## src/rtl/saed32_32x4_port_arbiter.sv

```systemverilog
// Round-robin arbiter mapping up to two of four requesters onto the two ports
// of a 32x4 dual-port SRAM each cycle, with read-data return routing.
module saed32_32x4_port_arbiter #(
    parameter int NREQ = 4,
    parameter int AW   = 5,
    parameter int DW   = 4
) (
    input  logic                CLK,
    input  logic                RST,
    input  logic [NREQ-1:0]     REQ,
    input  logic [NREQ-1:0]     RWE,
    input  logic [NREQ*AW-1:0]  RA,
    input  logic [NREQ*DW-1:0]  RD,
    output logic [NREQ-1:0]     GNT,
    output logic [NREQ-1:0]     RVALID,
    output logic [NREQ*DW-1:0]  RQ,
    output logic [AW-1:0]       A0,
    output logic [AW-1:0]       A1,
    output logic [DW-1:0]       D0,
    output logic [DW-1:0]       D1,
    output logic                WE0,
    output logic                WE1,
    output logic                CE0,
    output logic                CE1,
    output logic [DW-1:0]       WEM0,
    output logic [DW-1:0]       WEM1,
    input  logic [DW-1:0]       Q0,
    input  logic [DW-1:0]       Q1
);

    logic [1:0]    ptr_q, ptr_d;
    logic          tag0_v_q, tag1_v_q;
    logic [1:0]    tag0_idx_q, tag1_idx_q;
    logic          g0_v, g1_v;
    logic [1:0]    g0_idx, g1_idx, cand;
    logic [AW-1:0] ra_s [NREQ];
    logic [DW-1:0] rd_s [NREQ];

    for (genvar gi = 0; gi < NREQ; gi++) begin : g_unpack
        assign ra_s[gi] = RA[AW*gi +: AW];
        assign rd_s[gi] = RD[DW*gi +: DW];
    end

    // Port 0 takes the first requester in scan order; port 1 takes the next
    // one that does not collide with it, skipping over colliding candidates.
    always_comb begin
        g0_v   = 1'b0;
        g1_v   = 1'b0;
        g0_idx = '0;
        g1_idx = '0;
        cand   = '0;
        if (!RST) begin
            for (int k = 0; k < NREQ; k++) begin
                cand = ptr_q + 2'(k);
                if (REQ[cand]) begin
                    if (!g0_v) begin
                        g0_v   = 1'b1;
                        g0_idx = cand;
                    end else if (!g1_v &&
                                 !((ra_s[cand] == ra_s[g0_idx]) && (RWE[cand] || RWE[g0_idx]))) begin
                        g1_v   = 1'b1;
                        g1_idx = cand;
                    end
                end
            end
        end
    end

    always_comb begin
        ptr_d = ptr_q;
        if (g1_v)
            ptr_d = g1_idx + 2'd1;
        else if (g0_v)
            ptr_d = g0_idx + 2'd1;
    end

    assign CE0  = g0_v;
    assign CE1  = g1_v;
    assign WE0  = g0_v && RWE[g0_idx];
    assign WE1  = g1_v && RWE[g1_idx];
    assign A0   = g0_v ? ra_s[g0_idx] : '0;
    assign A1   = g1_v ? ra_s[g1_idx] : '0;
    assign D0   = (g0_v && RWE[g0_idx]) ? rd_s[g0_idx] : '0;
    assign D1   = (g1_v && RWE[g1_idx]) ? rd_s[g1_idx] : '0;
    assign WEM0 = '1;
    assign WEM1 = '1;

    // Read tags remember which requester owns the data each port returns next cycle.
    always_ff @(posedge CLK) begin
        if (RST) begin
            ptr_q      <= '0;
            tag0_v_q   <= 1'b0;
            tag1_v_q   <= 1'b0;
            tag0_idx_q <= '0;
            tag1_idx_q <= '0;
        end else begin
            ptr_q      <= ptr_d;
            tag0_v_q   <= g0_v && !RWE[g0_idx];
            tag1_v_q   <= g1_v && !RWE[g1_idx];
            tag0_idx_q <= g0_idx;
            tag1_idx_q <= g1_idx;
        end
    end

    for (genvar gi = 0; gi < NREQ; gi++) begin : g_return
        logic hit0, hit1;
        assign GNT[gi]          = (g0_v && (g0_idx == 2'(gi))) || (g1_v && (g1_idx == 2'(gi)));
        assign hit0             = tag0_v_q && (tag0_idx_q == 2'(gi));
        assign hit1             = tag1_v_q && (tag1_idx_q == 2'(gi));
        assign RVALID[gi]       = hit0 || hit1;
        assign RQ[DW*gi +: DW]  = hit0 ? Q0 : (hit1 ? Q1 : '0);
    end

endmodule

```

## config.mk

```make
export PLATFORM = sky130hd
export DESIGN_NAME = saed32_32x4_port_arbiter
export DESIGN_NICKNAME = d
export VERILOG_FILES = /design/src/rtl/saed32_32x4_port_arbiter.sv
export SDC_FILE = /design/constraint.sdc
export NUM_CORES = 1
export LEC_CHECK = 0
export ABC_AREA = 1
export CAP_MARGIN = 20
export CORE_MARGIN = 2
export CORE_UTILIZATION = 50
export CTS_BUF_LIST = sky130_fd_sc_hd__clkbuf_8
export DETAILED_ROUTE_END_ITERATION = 10
export MAX_ROUTING_LAYER = met4
export PLACE_DENSITY = 0.86
export SETUP_SLACK_MARGIN = 0.15
export SLEW_MARGIN = 20
export SYNTH_ARGS = -nofsm -noshare
export SYNTH_HDL_FRONTEND = slang
export SYNTH_SLANG_ARGS = --single-unit
```

## constraint.sdc

```tcl
create_clock -name CLK -period 8.6 [get_ports CLK]
set_input_delay 1.72 -clock CLK [delete_from_list [all_inputs] [get_ports CLK]]
set_output_delay 1.72 -clock CLK [all_outputs]
set_load 0.02 [all_outputs]
```

==> results of run 1 <==
area by class of cell:
cell class | instances | area (um2)
clock buffers | 3 | 41.29
fillers | 551 | 1868
inverters | 91 | 341.6
multi-input cells | 501 | 2515
flip-flops and latches | 8 | 160.2
well taps | 75 | 93.84
repair buffers | 101 | 1006
through the flow:
step / utilization [%] / hold WS, ps / total power [mW]
after floorplan: - / 605.7 / 1.326
after global placement: 68.06 / 655.6 / 1.711
after detailed placement: 68.06 / 670.0 / 1.743
after CTS: 68.75 / 683.6 / 1.792
after global routing: 69.00 / 767.4 / 2.014
final: 69.00 / 714.0 / 1.854
registers in the layout (all words and copies together) (netlist names):
register    flops
ptr_q           2
tag0_idx_q      2
tag1_idx_q      2
tag0_v_q        1
tag1_v_q        1
metal layers:
metal  global-route usage, %  part of all wire, %  vias up
met5                       -                    0        -
met4                   16.42                  4.4        0
met3                   4.970                   12       80
met2                   61.73                   45      408
met1                   47.90                   39     2119
li1                        -                    -     2222
worst paths after layout:
path,slack (ps),from,endpoint
setup / recovery,510,REQ[2],A1[2]
hold / removal,710,ptr_q[1],ptr_q[1]
setup reg to reg,4120,ptr_q[0],ptr_q[1]
hold reg to reg,710,ptr_q[1],ptr_q[1]
worst max-delay path, cell delays in order:
cell and delay, ps:
sky130_fd_sc_hd__clkdlybuf4s50_1 490, sky130_fd_sc_hd__inv_1 50, sky130_fd_sc_hd__nand2_1 140, sky130_fd_sc_hd__nand3_4 190
sky130_fd_sc_hd__nand2_2 170, sky130_fd_sc_hd__ha_1 250, sky130_fd_sc_hd__inv_1 140, sky130_fd_sc_hd__nand3_1 160
sky130_fd_sc_hd__nand2_2 180, sky130_fd_sc_hd__nand2_2 170, sky130_fd_sc_hd__nand2_2 200, sky130_fd_sc_hd__o21ai_1 180
sky130_fd_sc_hd__nor2_1 50, sky130_fd_sc_hd__nor2_1 210, sky130_fd_sc_hd__nor2_1 90, sky130_fd_sc_hd__nand3_2 120
sky130_fd_sc_hd__nand2_1 80, sky130_fd_sc_hd__nor2_1 130, sky130_fd_sc_hd__nor2_2 60, sky130_fd_sc_hd__nor2_4 280
sky130_fd_sc_hd__inv_2 220, sky130_fd_sc_hd__nand2_2 180, sky130_fd_sc_hd__o22ai_1 90, sky130_fd_sc_hd__nor2_1 170
sky130_fd_sc_hd__clkdlybuf4s50_1 630
cell usage after synthesis (5+ instances only):
| cell type | instances | share of area (%) |
|---|---|---|
| sky130_fd_sc_hd__o21ai_0 | 48 | 7.6 |
| sky130_fd_sc_hd__nand2_4 | 5 | 1.8 |
| sky130_fd_sc_hd__nor3_1 | 10 | 1.6 |
| sky130_fd_sc_hd__nand2_1 | 186 | 22 |
| sky130_fd_sc_hd__nor2_1 | 41 | 4.9 |
| sky130_fd_sc_hd__dfxtp_1 | 8 | 5.1 |
| sky130_fd_sc_hd__inv_1 | 82 | 9.8 |
| sky130_fd_sc_hd__buf_4 | 11 | 2.6 |
| sky130_fd_sc_hd__nand2_2 | 17 | 3.4 |
| sky130_fd_sc_hd__inv_2 | 8 | 0.95 |
| sky130_fd_sc_hd__a211oi_1 | 5 | 1.2 |
| sky130_fd_sc_hd__o22ai_1 | 32 | 6.3 |
| sky130_fd_sc_hd__o211ai_1 | 5 | 1.2 |
| sky130_fd_sc_hd__nand3b_1 | 15 | 3.6 |
| sky130_fd_sc_hd__nand3_1 | 92 | 15 |
| sky130_fd_sc_hd__buf_6 | 6 | 2.1 |
cell families after synthesis:
family                     after synthesis  synth area share [%]
buffers and inverters                  115                 16.53
other                                    1                0.1188
AOI/OAI and AO/OA                      108                 21.25
adders and majority gates                1                0.3964
and+or+nand+nor                        380                 55.51
xor gates and xnor gates                 4                 1.110
DFF                                      8                 5.075
power groups by stage:
stage                     sequential (mW)  combinational (mW)  clock, mW
final                              0.0731                1.74     0.0449
after detailed placement           0.0713                1.67          0
after floorplan                    0.0642                1.26          0
after CTS                          0.0711                1.68     0.0444
after global routing               0.0751                1.89     0.0485
after global placement             0.0702                1.64          0
repair_timing:
item / 4_1_cts / 5_1_grt
hold buffers: 0 / 0
gates resized for setup: 0 / 4
setup endpoints to repair: 0 / 13
==> results.md, run 1 <==
Pwr:
- Net switching is 63.81% of the power.
- The net switching component of the power is 1.183 mW.
- Dividing total power by cell area gives a power density of between 400 and 500 nW/um2.
- Across the VDD grid, the largest voltage drop is 289.8 uV.
- In this run, flip-flops and latches consume 3.9% of the power.
- The part of the power in combinational logic is 93.6%.
- Summed over all cells, the static leakage comes to about 2.0 nW.
- The clock network fraction of design power is between 2 and 2.5%.
- The internal power contribution is 670.8 uW.

STA:
- The setup violation total in the final timing report is 0.
- Setup repair after global routing left no endpoint under its margin.
- In the post-route analysis, the smallest setup slack over all paths is 506.0 ps.
- The peak clock frequency supported by timing is around 0.12 GHz.
- The worst-margin pin slew is 775.3 ps.
- The final max-slew violation count is 0.
- The final-report hold violation count is 0.
- The worst path uses 94.12% of the clock period.
- In the final timing run, aggregate negative setup slack is 0 ps.
- The minimum clock period is 8094 ps.
- The relative slew slack is 47.77%.
- Across the routed clock network, the largest skew measured is 1.673 ps.

Global routing:
- Summed over all layers, the global routing overflow is 0.
- The number of antenna violations at the first check in global routing is 0.
- Entering global routing, the biggest net connects 27 pins.
- The via count of the first global-routing pass is ~4400.
- The wire length of the first global-routing pass is 21690 um.
- The global-route total usage across every layer is between 30% and 40%.

Hold path:
- The class of the most critical hold timing path is register to register.
- Counting instances, the worst hold path has a depth of 2.

Placement:
- Counting tap cells, the placed design contains a total of 776 instances.
- Prior to clock tree synthesis, the placed netlist has a worst setup slack of ~420 ps.
- The wire-length estimate of the detail-placed layout is 10440 um.
- The count of buffers inserted at the top-level ports is 99.
- The placed standard-cell area is 4101 um2.
- At the end of routability-driven placement, the weighted congestion stood at 1.071.

Routing:
- The detailed-route vias per instance is roughly 6.2.
- Detailed routing inserted a total of 4829 vias.
- In this run, the number of DRC markers left after iteration 0 of detailed routing was 458.
- The final routed wirelength across all metal layers is 13500 um.
- After detailed routing, the number of remaining DRC violations is 0.
- For this run, the detailed router's first-pass iteration total came to 5.
- The detail route stage leaves a number of antenna-violating nets equal to 0.
- After detailed routing, the average wire length per cell comes to 17.33 um.

Synth:
- The gate count after technology mapping is 617.
- For this run, asynchronously set or reset flops after synthesis account for 0%.
- The mean post-synth cell area is 5.114 um2.
- The number of library cell types mapped by synthesis is 39.
- After synthesis, flip-flops and latches occupy 5.075% of the total area.
- After synthesis the cells add up to 3156 um2.
- In this run, synthesis produced a sequential element count of 8.
- The most common flop cell mapped by yosys is sky130_fd_sc_hd__dfxtp_1.
- The count of flip-flops with a built-in enable after synthesis is 0.
- Yosys printed 0 warnings.

Floorplanning:
- Measured along the x axis, the die boundary spans roughly 83 um.
- The floorplan step defined a die boundary enclosing 6962 um2.
- 108 I/O pins were placed.
- The placeable core region is 6026 um2.
- The die height is 83.44 um.
- For this configuration, the core starts out at a cell density of 52.37%.
- The number of rows in the core area is 28.

Setup path:
- The depth of the worst register-to-register path is 25.
- The setup path with the least slack is of type input port to output port.
- The worst setup path is captured at an output port.
- The arrival time at the worst endpoint is 6370 ps.
- Along the worst path, the maximum fanout reaches 16.
- STA puts the critical path data required time at 6880 ps.
- The type of origin of the critical path is an input port.

Clocking:
- The CTS sink count is 8.
- Buffers inserted during clock tree synthesis total 3.
- After clock tree synthesis, the setup repair step added 0 buffers.
- TritonCTS built the clock tree.
- The number of buffers on the longest clock path is 2.
- Clock latency on the worst-skew pair, taken at its later pin, is about 230 ps.
- The CTS root buffer is sky130_fd_sc_hd__clkbuf_8.
- In this run the number of H-tree levels came out at 1.
- The clock transition at the registers of the reported paths is 40 ps.

Layout:
- In the final layout, the share of cells above drive strength 1 is under 10%.
- The net total in the final layout is 761.
- The number of antenna diodes is 0.
- Relative to the synthesized area, the layout overhead comes to 31.76%.
- The top cell types in the final layout, fill and taps aside, are sky130_fd_sc_hd__nand2_1, sky130_fd_sc_hd__clkdlybuf4s50_1, sky130_fd_sc_hd__nand3_1.
- Leaving out fill and tap cells, the most frequent cell in the layout is sky130_fd_sc_hd__nand2_1.
- Once layout is done, the placed cells without fillers occupy a little over 4000 um2.
- The post-route non-filler standard cell count is between 700 and 800.

Run:
- The reported max-cap violation count is 0.

Outcome:
- The run finished with clean final reports.
Note: power is estimated with default switching activity, not from simulation.
==> run 2: changes to the inputs <==
--- a/config.mk
+++ b/config.mk
@@ -8,11 +8,11 @@
 export ABC_AREA = 1
 export CAP_MARGIN = 20
 export CORE_MARGIN = 2
-export CORE_UTILIZATION = 50
+export CORE_UTILIZATION = 43
 export CTS_BUF_LIST = sky130_fd_sc_hd__clkbuf_8
 export DETAILED_ROUTE_END_ITERATION = 10
 export MAX_ROUTING_LAYER = met4
-export PLACE_DENSITY = 0.86
+export PLACE_DENSITY = 0.78
 export SETUP_SLACK_MARGIN = 0.15
 export SLEW_MARGIN = 20
 export SYNTH_ARGS = -nofsm -noshare
==> constraint.sdc (replaced) <==
create_clock -name CLK -period 7.06 [get_ports CLK]
set_input_delay 1.412 -clock CLK [delete_from_list [all_inputs] [get_ports CLK]]
set_output_delay 1.412 -clock CLK [all_outputs]
set_load 0.02 [all_outputs]
==> run 2 against run 1 <==
Via count down 2.9%. Die area rose by 15%. First-iteration DRC count shrank 10%. Setup slack got worse by 110 ps. Register-to-register slack worse by 1100 ps. Hold slack got worse by 23 ps. Utilization down 8.2 points. Global-route usage decreased by 4.2 points. Wire length increased by 0.92%. Clock-buffer cell count is the same. Cell area increased by 5.0%. Total power rose by 27%. Critical endpoint is now D0[2]. Highest routed layer unchanged.
==> results.md, run 2 (synthesis gave the netlist of run 1 again) <==
Outcome:
- The run finished with clean final reports.

Routing:
- In the routed layout, each cell is associated on average with a via count of approximately 5.7.
- The remaining antenna violation count after routing is 0.
- For this run, design rule violations remaining after detail routing come to 0.
- The length of routed met2 wiring is 6316 um.
- After detailed routing, no signal wire sits above met4.
- The detailed-route via count is approximately 4700.
- Summed over all layers, the routed wires come to 13630 um.
- The routed metal-1 wirelength is 5298 um.
- The detailed route wirelength on metal3 is between 1500 and 2000 um.
- The first detailed-routing pass took 5 iterations.
- The number of DRC markers after the initial detailed-route iteration is 412.
- In the final routed layout, each cell accounts on average for 16.56 um.

Run:
- The tool flagged a number of max-cap violations equal to 0.

Floorplanning:
- The initial utilization of the core area, before any placement, comes to 43.98%.
- From left edge to right edge, the die measures about 90 um.
- After floorplanning, the core was sized to cover 7176 um2.
- For this design the top-level I/O count stands at 108.
- The floorplan has 31 rows.
- In this run the vertical extent of the chip is 89.67 um.
- The floorplan step defined a die boundary enclosing 8040 um2.

STA:
- The final hold slack is 690.9 ps.
- The final-report hold violation count was 0.
- The minimum clock period is 6666 ps.
- Setup repair after global routing left no endpoint under its margin.
- The peak clock frequency supported by timing is 0.1500 GHz.
- The aggregate negative setup slack is 0 ps.
- Measured against its own limit, the worst slew margin works out to 61.17%.
- Setup violations remaining at the end of the flow were counted as 0.
- Dividing the final minimum period by the clock period gives approximately 94%.
- For the pin with the worst max-slew slack, the measured transition is 578.0 ps.
- The final max-slew violation count was 0.
- Across the routed clock network, the largest skew measured is roughly 0.43 ps.

Clocking:
- The clock reaches the later pin of the worst-skew pair after 230 ps.
- The number of buffers created by CTS is 3.
- The maximum level of the CTS H-tree is 1.
- The cell sitting at the root of the clock tree is a sky130_fd_sc_hd__clkbuf_8.
- After clock tree synthesis, the flow added hold-fix buffers numbering 0.
- The number of buffers on the longest clock path is 2.
- Buffers added to address setup during post-CTS repair amount to 0.
- After clock tree synthesis, the clock-pin slew on the worst setup and hold paths is 40 ps.
- Clock tree synthesis found a total of 8 sinks.
- The CTS tree is yes.
- The post-cts repair resize count is 0.

Placement:
- Including well taps, the total number of placed cells is 820.
- The congestion estimate from routability-driven global placement came to 1.028.
- Detailed placement ended at an HPWL of 10790 um.
- The placed standard-cell area is 4282 um2.
- Input and output buffers added on the ports amount to approximately 100.

Global routing:
- Entering global routing, the biggest net connects 31 pins.
- Global routing used 34.08% of the available tracks.
- The wire length of the first global-routing pass is 21020 um.
- The number of antenna violations at the first check in global routing is 0.
- The total overflow reported by the global router is 0.
- The via count of the first global-routing pass is 4378.

Setup path:
- The data required time at the worst endpoint is approximately 5700 ps.
- The buffer and inverter count on the worst path is 6.
- The slowest library cell on the worst path is sky130_fd_sc_hd__clkdlybuf4s50_1.
- Data arrives at the worst endpoint at 5250 ps.
- The maximum fanout encountered on the critical timing path is 15.
- The worst stage delay on the critical path is 690 ps.
- Among cell families on the critical path, the largest total delay comes from buffers and inverters.
- By startpoint and endpoint, the worst setup path is classified as input port to output port.
- The type of origin of the critical path is an input port.
- STA classifies the critical path endpoint as an output port.
- The most numerous cell type found on the critical path is sky130_fd_sc_hd__nand2_1.
- The critical path goes through clkdlybuf4s50_1 > inv_1 > nand2_1 > nand3_2 > buf_4 > nand2_1 > nand2_1 > nand2_1 > nand2_2 > inv_2 > nor2_1 > nor2_2 > nor2_1 > inv_2 > o22ai_1 > a221oi_2 > nand2_1 > a2111oi_0 > clkdlybuf4s50_1.

Layout:
- In the layout the commonest cells are sky130_fd_sc_hd__nand2_1, sky130_fd_sc_hd__nand3_1, sky130_fd_sc_hd__clkdlybuf4s50_1.
- The final layout contains approximately 780 nets.
- The fraction of layout instances using a drive strength above 1 is 9.530%.
- For this run, the share of the core covered by cells in the final layout is 60.84%.
- Summing all non-filler instances in the final layout gives an area of 4365 um2.
- The post-route non-filler standard cell count is about 800.
- The most common library cell in the layout ignoring fill and taps is sky130_fd_sc_hd__nand2_1.
- The largest registers in the layout are ptr_q (2), tag0_idx_q (2), tag1_idx_q (2).
- The layout-stage area growth over the synthesis result is 38.34%.
- 0 antenna diodes ended up in the layout.

Hold path:
- The class of the most critical hold timing path is register to register.

Pwr:
- The power density normalized to cell area is ~540 nW/um2.
- The worst IR drop on VDD is 337.6 uV.
- The analysis attributes to cell leakage a power of ~2.3 nW.
## run 2: cell count changes in the layout (fill, tap and decap cells not counted)
| cell | previous run | this run |
|---|---|---|
| sky130_fd_sc_hd__buf_4 | 2 | 22 |
| sky130_fd_sc_hd__nand2_1 | 183 | 185 |
| sky130_fd_sc_hd__dlymetal6s2s_1 | 0 | 14 |
| sky130_fd_sc_hd__a21boi_0 | 1 | 0 |
| sky130_fd_sc_hd__nand3_4 | 1 | 0 |
| sky130_fd_sc_hd__nand2_2 | 20 | 17 |
| sky130_fd_sc_hd__nand3_2 | 3 | 4 |
| sky130_fd_sc_hd__a21boi_1 | 0 | 1 |
| sky130_fd_sc_hd__clkdlybuf4s50_1 | 99 | 85 |
| sky130_fd_sc_hd__nand2_4 | 5 | 6 |
## run 2: area by class of cell
cell class                      count  area, um2
Tap cell                           99      123.9
Sequential cell                     8      160.2
Fill cell                         721       2810
Inverter                           91      341.6
Timing Repair Buffer              121       1191
Multi-Input combinational cell    501       2507
Clock buffer                        3      41.29
## run 2: worst paths after layout
check	startpoint	cells after the start	endpoint	slack (ps)
setup / recovery	REQ[2]	19	D0[2]	390
setup reg to reg	ptr_q[0]	24	ptr_q[1]	3060
hold / removal	ptr_q[1]	2	ptr_q[1]	690
hold reg to reg	ptr_q[1]	2	ptr_q[1]	690
## run 2: report_power, final
group	switching (mW)	internal, mW
clock	0.0168	0.0368
sequential	0.0187	0.0623
combinational	1.44	0.780
## run 2: through the flow
stage	total power, mW	setup slack (ps)
6_report	2.355	393.9
5_1_grt	2.572	155.7
4_1_cts	2.320	180.2
3_5_place_dp	2.257	189.5
3_3_place_gp	2.224	294.6
2_1_floorplan	1.616	1172
## run 2: worst reg2reg max path, stage by stage, from the launching register on
cell	delay (ps)
sky130_fd_sc_hd__dfxtp_1	400
sky130_fd_sc_hd__buf_4	340
sky130_fd_sc_hd__nand2_1	350
sky130_fd_sc_hd__nand2_2	220
sky130_fd_sc_hd__nand2_2	110
sky130_fd_sc_hd__nand2_4	120
sky130_fd_sc_hd__nand2_1	60
sky130_fd_sc_hd__nand2_1	270
sky130_fd_sc_hd__nand2_1	110
sky130_fd_sc_hd__nand2_2	240
sky130_fd_sc_hd__inv_2	190
sky130_fd_sc_hd__nand3_1	140
sky130_fd_sc_hd__nand2_1	70
sky130_fd_sc_hd__nand2_1	60
sky130_fd_sc_hd__nand2_1	50
sky130_fd_sc_hd__nor2_1	140
sky130_fd_sc_hd__nand3_2	120
sky130_fd_sc_hd__nand3_1	110
sky130_fd_sc_hd__nand2_2	90
sky130_fd_sc_hd__a21boi_4	280
sky130_fd_sc_hd__nand2_1	160
sky130_fd_sc_hd__nand2_1	120
sky130_fd_sc_hd__nand2_1	50
sky130_fd_sc_hd__nand2_1	50
sky130_fd_sc_hd__a21oi_1	50
## run 2: routing by layer
metal,GRT usage (%),up-vias
li1,-,2253
met2,57.09,292
met4,14.11,0
met1,40.26,2108
met5,-,-
met3,5.759,35
==> run 3: changes to the inputs <==
--- a/config.mk
+++ b/config.mk
@@ -10,7 +10,9 @@
 export CORE_MARGIN = 2
 export CORE_UTILIZATION = 43
 export CTS_BUF_LIST = sky130_fd_sc_hd__clkbuf_8
+export CTS_CLUSTER_SIZE = 40
 export DETAILED_ROUTE_END_ITERATION = 10
+export GPL_TIMING_DRIVEN = 0
 export MAX_ROUTING_LAYER = met4
 export PLACE_DENSITY = 0.78
 export SETUP_SLACK_MARGIN = 0.15
==> constraint.sdc (replaced) <==
create_clock -name CLK -period 7.06 [get_ports CLK]
set_input_delay 1.412 -clock CLK [delete_from_list [all_inputs] [get_ports CLK]]
set_output_delay 1.412 -clock CLK [all_outputs]
set_load 0.1 [all_outputs]
==> run 3 against run 2 <==
Clock skew is 4.8 ps higher. Die area stayed put. Hold slack better by 47 ps. Flip-flop and latch count stayed put. Cell area is 1.5% higher. Global-route usage hardly changed. Setup slack worse by 120 ps. Wire length is 1.2% higher. Critical path type unchanged.
==> results.md, run 3 (synthesis gave the netlist of run 1 again) <==
Outcome:
- The run finished with clean final reports.

Global routing:
- The total overflow reported by the global router is 0.
- Global routing used around 34% of the available tracks across all layers.
- Entering global routing, the biggest net connects 11 pins.
- The number of antenna violations at the first check in global routing is 0.
- The via count of the first global-routing pass came to between 4000 and 5000.
- The wire length of the first global-routing pass is 20910 um.

Setup path:
- The destination of the worst register-to-register timing path is ptr_q[1].
- The worst register-to-register path has a setup slack of roughly 3200 ps.
- Walking the worst path, the cells encountered are clkdlybuf4s50_1 > inv_1 > nand2_1 > nand3_4 > nand2_4 > ha_4 > clkbuf_2 > nand2_1 > o211ai_1 > o21ai_0 > xor2_1 > nor3_2 > nand3b_1 > nand2_1 > nand3b_1 > a21boi_0 > nor2_2 > nor2_4 > inv_2 > buf_6 > nand2_4 > o22ai_1 > nor2_1 > buf_4.
- The type of origin of the critical path is an input port.
- In this run the worst path has a maximum fanout of 10.
- The arrival time at the worst endpoint is 5370 ps.
- The worst stage delay on the critical path is between 400 and 500 ps.
- The library cell appearing most often on the critical path is sky130_fd_sc_hd__nand2_1.
- Counting cells, the worst reg-to-reg path comes to 24.
- The worst setup path endpoint is A1[0].
- The largest individual stage delay along the critical path comes from the cell sky130_fd_sc_hd__clkdlybuf4s50_1.
- The critical path starts at REQ[3].
- The classification of the worst setup path is input port to output port.
- The capturing element type of the critical path is an output port.
- The data required time at the worst endpoint is 5650 ps.
- The startpoint identified for the worst register-to-register timing path is ptr_q[0].

Floorplanning:
- The total die area is 8040 um2.
- The floorplan has 31 rows.
- The count of boundary I/O pins is between 100 and 150.
- The initial core utilization is between 40% and 50%.
- In this run the vertical extent of the chip is about 90 um.
- In this run the standard cell core region covers 7176 um2.
- The die span in x is 89.67 um.

Layout:
- The finished layout holds 829 standard cells, fillers aside.
- The layout-stage area growth over the synthesis result is 40.40%.
- The post-route netlist has between 10 and 15% of its cells at a drive strength greater than 1.
- In the final design database the tool counted 787 nets.
- The most common library cell in the layout ignoring fill and taps is sky130_fd_sc_hd__nand2_1.
- In the final layout, the registers with the most flip-flops are ptr_q (2), tag0_idx_q (2), tag1_idx_q (2).
- The top cell types in the final layout, fill and taps aside, are sky130_fd_sc_hd__nand2_1, sky130_fd_sc_hd__nand3_1, sky130_fd_sc_hd__inv_1.
- The number of antenna diodes in the final layout is 0.
- Summing all non-filler instances in the final layout gives an area of 4431 um2.

STA:
- Timing would allow up to 0.1474 GHz.
- The relative slew slack is 33.90%.
- Setup repair after global routing could not meet its margin everywhere.
- The setup violation total in the final timing report is 0.
- The final hold slack is 738.1 ps.
- The final critical path takes up 96.08% of the cycle.
- The post-route worst setup slack is 276.6 ps.
- The clock arrives with 5.263 ps of skew.
- After layout, the minimum clock period comes to 6783 ps.
- The final-report hold violation count is 0.
- The worst-margin pin slew is between 900 and 1000 ps.
- The final max-slew violation count is 0.

Placement:
- The count of buffers inserted at the top-level ports is 99.
- Once placement completed, the tool counted placed cells totaling 822.
- The placed standard-cell area is 4330 um2.
- At the end of routability-driven placement, the weighted congestion stood at 1.045.
- The HPWL after detailed placement is 10710 um.
- The pre-CTS setup slack is -930.2 ps.

Clocking:
- The number of hold-repair buffers added at the cts stage is 0.
- The CTS sink count is 8.
- The CTS root buffer is sky130_fd_sc_hd__clkbuf_8.
- The clock transition at the registers of the reported paths is about 40 ps.
- TritonCTS built the clock tree.
- The clock passes through at most 2 buffers.
- Buffers inserted during clock tree synthesis total 3.
- The maximum level of the CTS H-tree is 1.
- At the later pin of the worst-skew pair, clock insertion delay measures 240 ps.

Routing:
- The detailed-route vias per instance is 5.821.
- The number of DRC markers after the initial detailed-route iteration is 403.
- The detailed-route via count is 4826.
- The iteration count of the initial detailed-routing pass is 5.
- The final routed wirelength across all metal layers is ~14000 um.
- The count of nets left with antenna violations once routing finished came out at 0.
- The per-cell routed wire length is roughly 17 um.
- After detailed routing, the number of remaining DRC violations is 0.

Hold path:
- The class of the most critical hold timing path is register to register.
- The hold path startpoint is ptr_q[1].
- The worst hold path was traced through 2 stages.

Run:
- The reported max-cap violation count is 0.
==> run 3: how the worst min path moves through the flow <==
stage | to
floorplan | ptr_q[1]
global placement | ptr_q[1]
detailed placement | ptr_q[1]
CTS | ptr_q[1]
global route | ptr_q[1]
finish | ptr_q[1]
==> run 3: cell type report <==
| class | count | area [um2] |
|---|---|---|
| Buffer | 24 | 181.4 |
| Clock buffer | 3 | 41.29 |
| Fill cell | 706 | 2745 |
| Inverter | 91 | 345.3 |
| Multi-Input combinational cell | 501 | 2584 |
| Sequential cell | 8 | 160.2 |
| Tap cell | 99 | 123.9 |
| Timing Repair Buffer | 103 | 994.7 |
==> run 3: layer usage <==
metal	GRT usage [%]	wire length, um
met3	5.302	1634
met1	40.24	5227
met5	-	0
met2	56.95	6409
met4	15.33	518
==> run 3: critical path, delay by kind of cell <==
kind	cells	cell delay [ps]
fa+ha+maj	1	200
simple gates	12	1640
buf+inv	6	1370
compound gates	4	560
xor+xnor	1	180
==> run 3: per-stage QoR <==
| step | setup TNS [ps] | utilization, % |
|---|---|---|
| finish | 0 | 61.74 |
| global route | 0 | 61.74 |
| CTS | 0 | 60.71 |
| detailed placement | -13210 | 60.35 |
| global placement | -11120 | 60.35 |
| floorplan | -587.8 | - |
==> run 3: what timing repair did <==
item,CTS,global route
setup endpoints to repair,25,25
gates resized for setup,111,16
setup buffers,1,3
pin swaps,1,0
endpoints found under the hold margin,0,0
cloned,0,0
Power of run 3 is left out: the tool's default activity adds up to more than one toggle a clock period on the data nets, which glitch-free logic cannot reach.
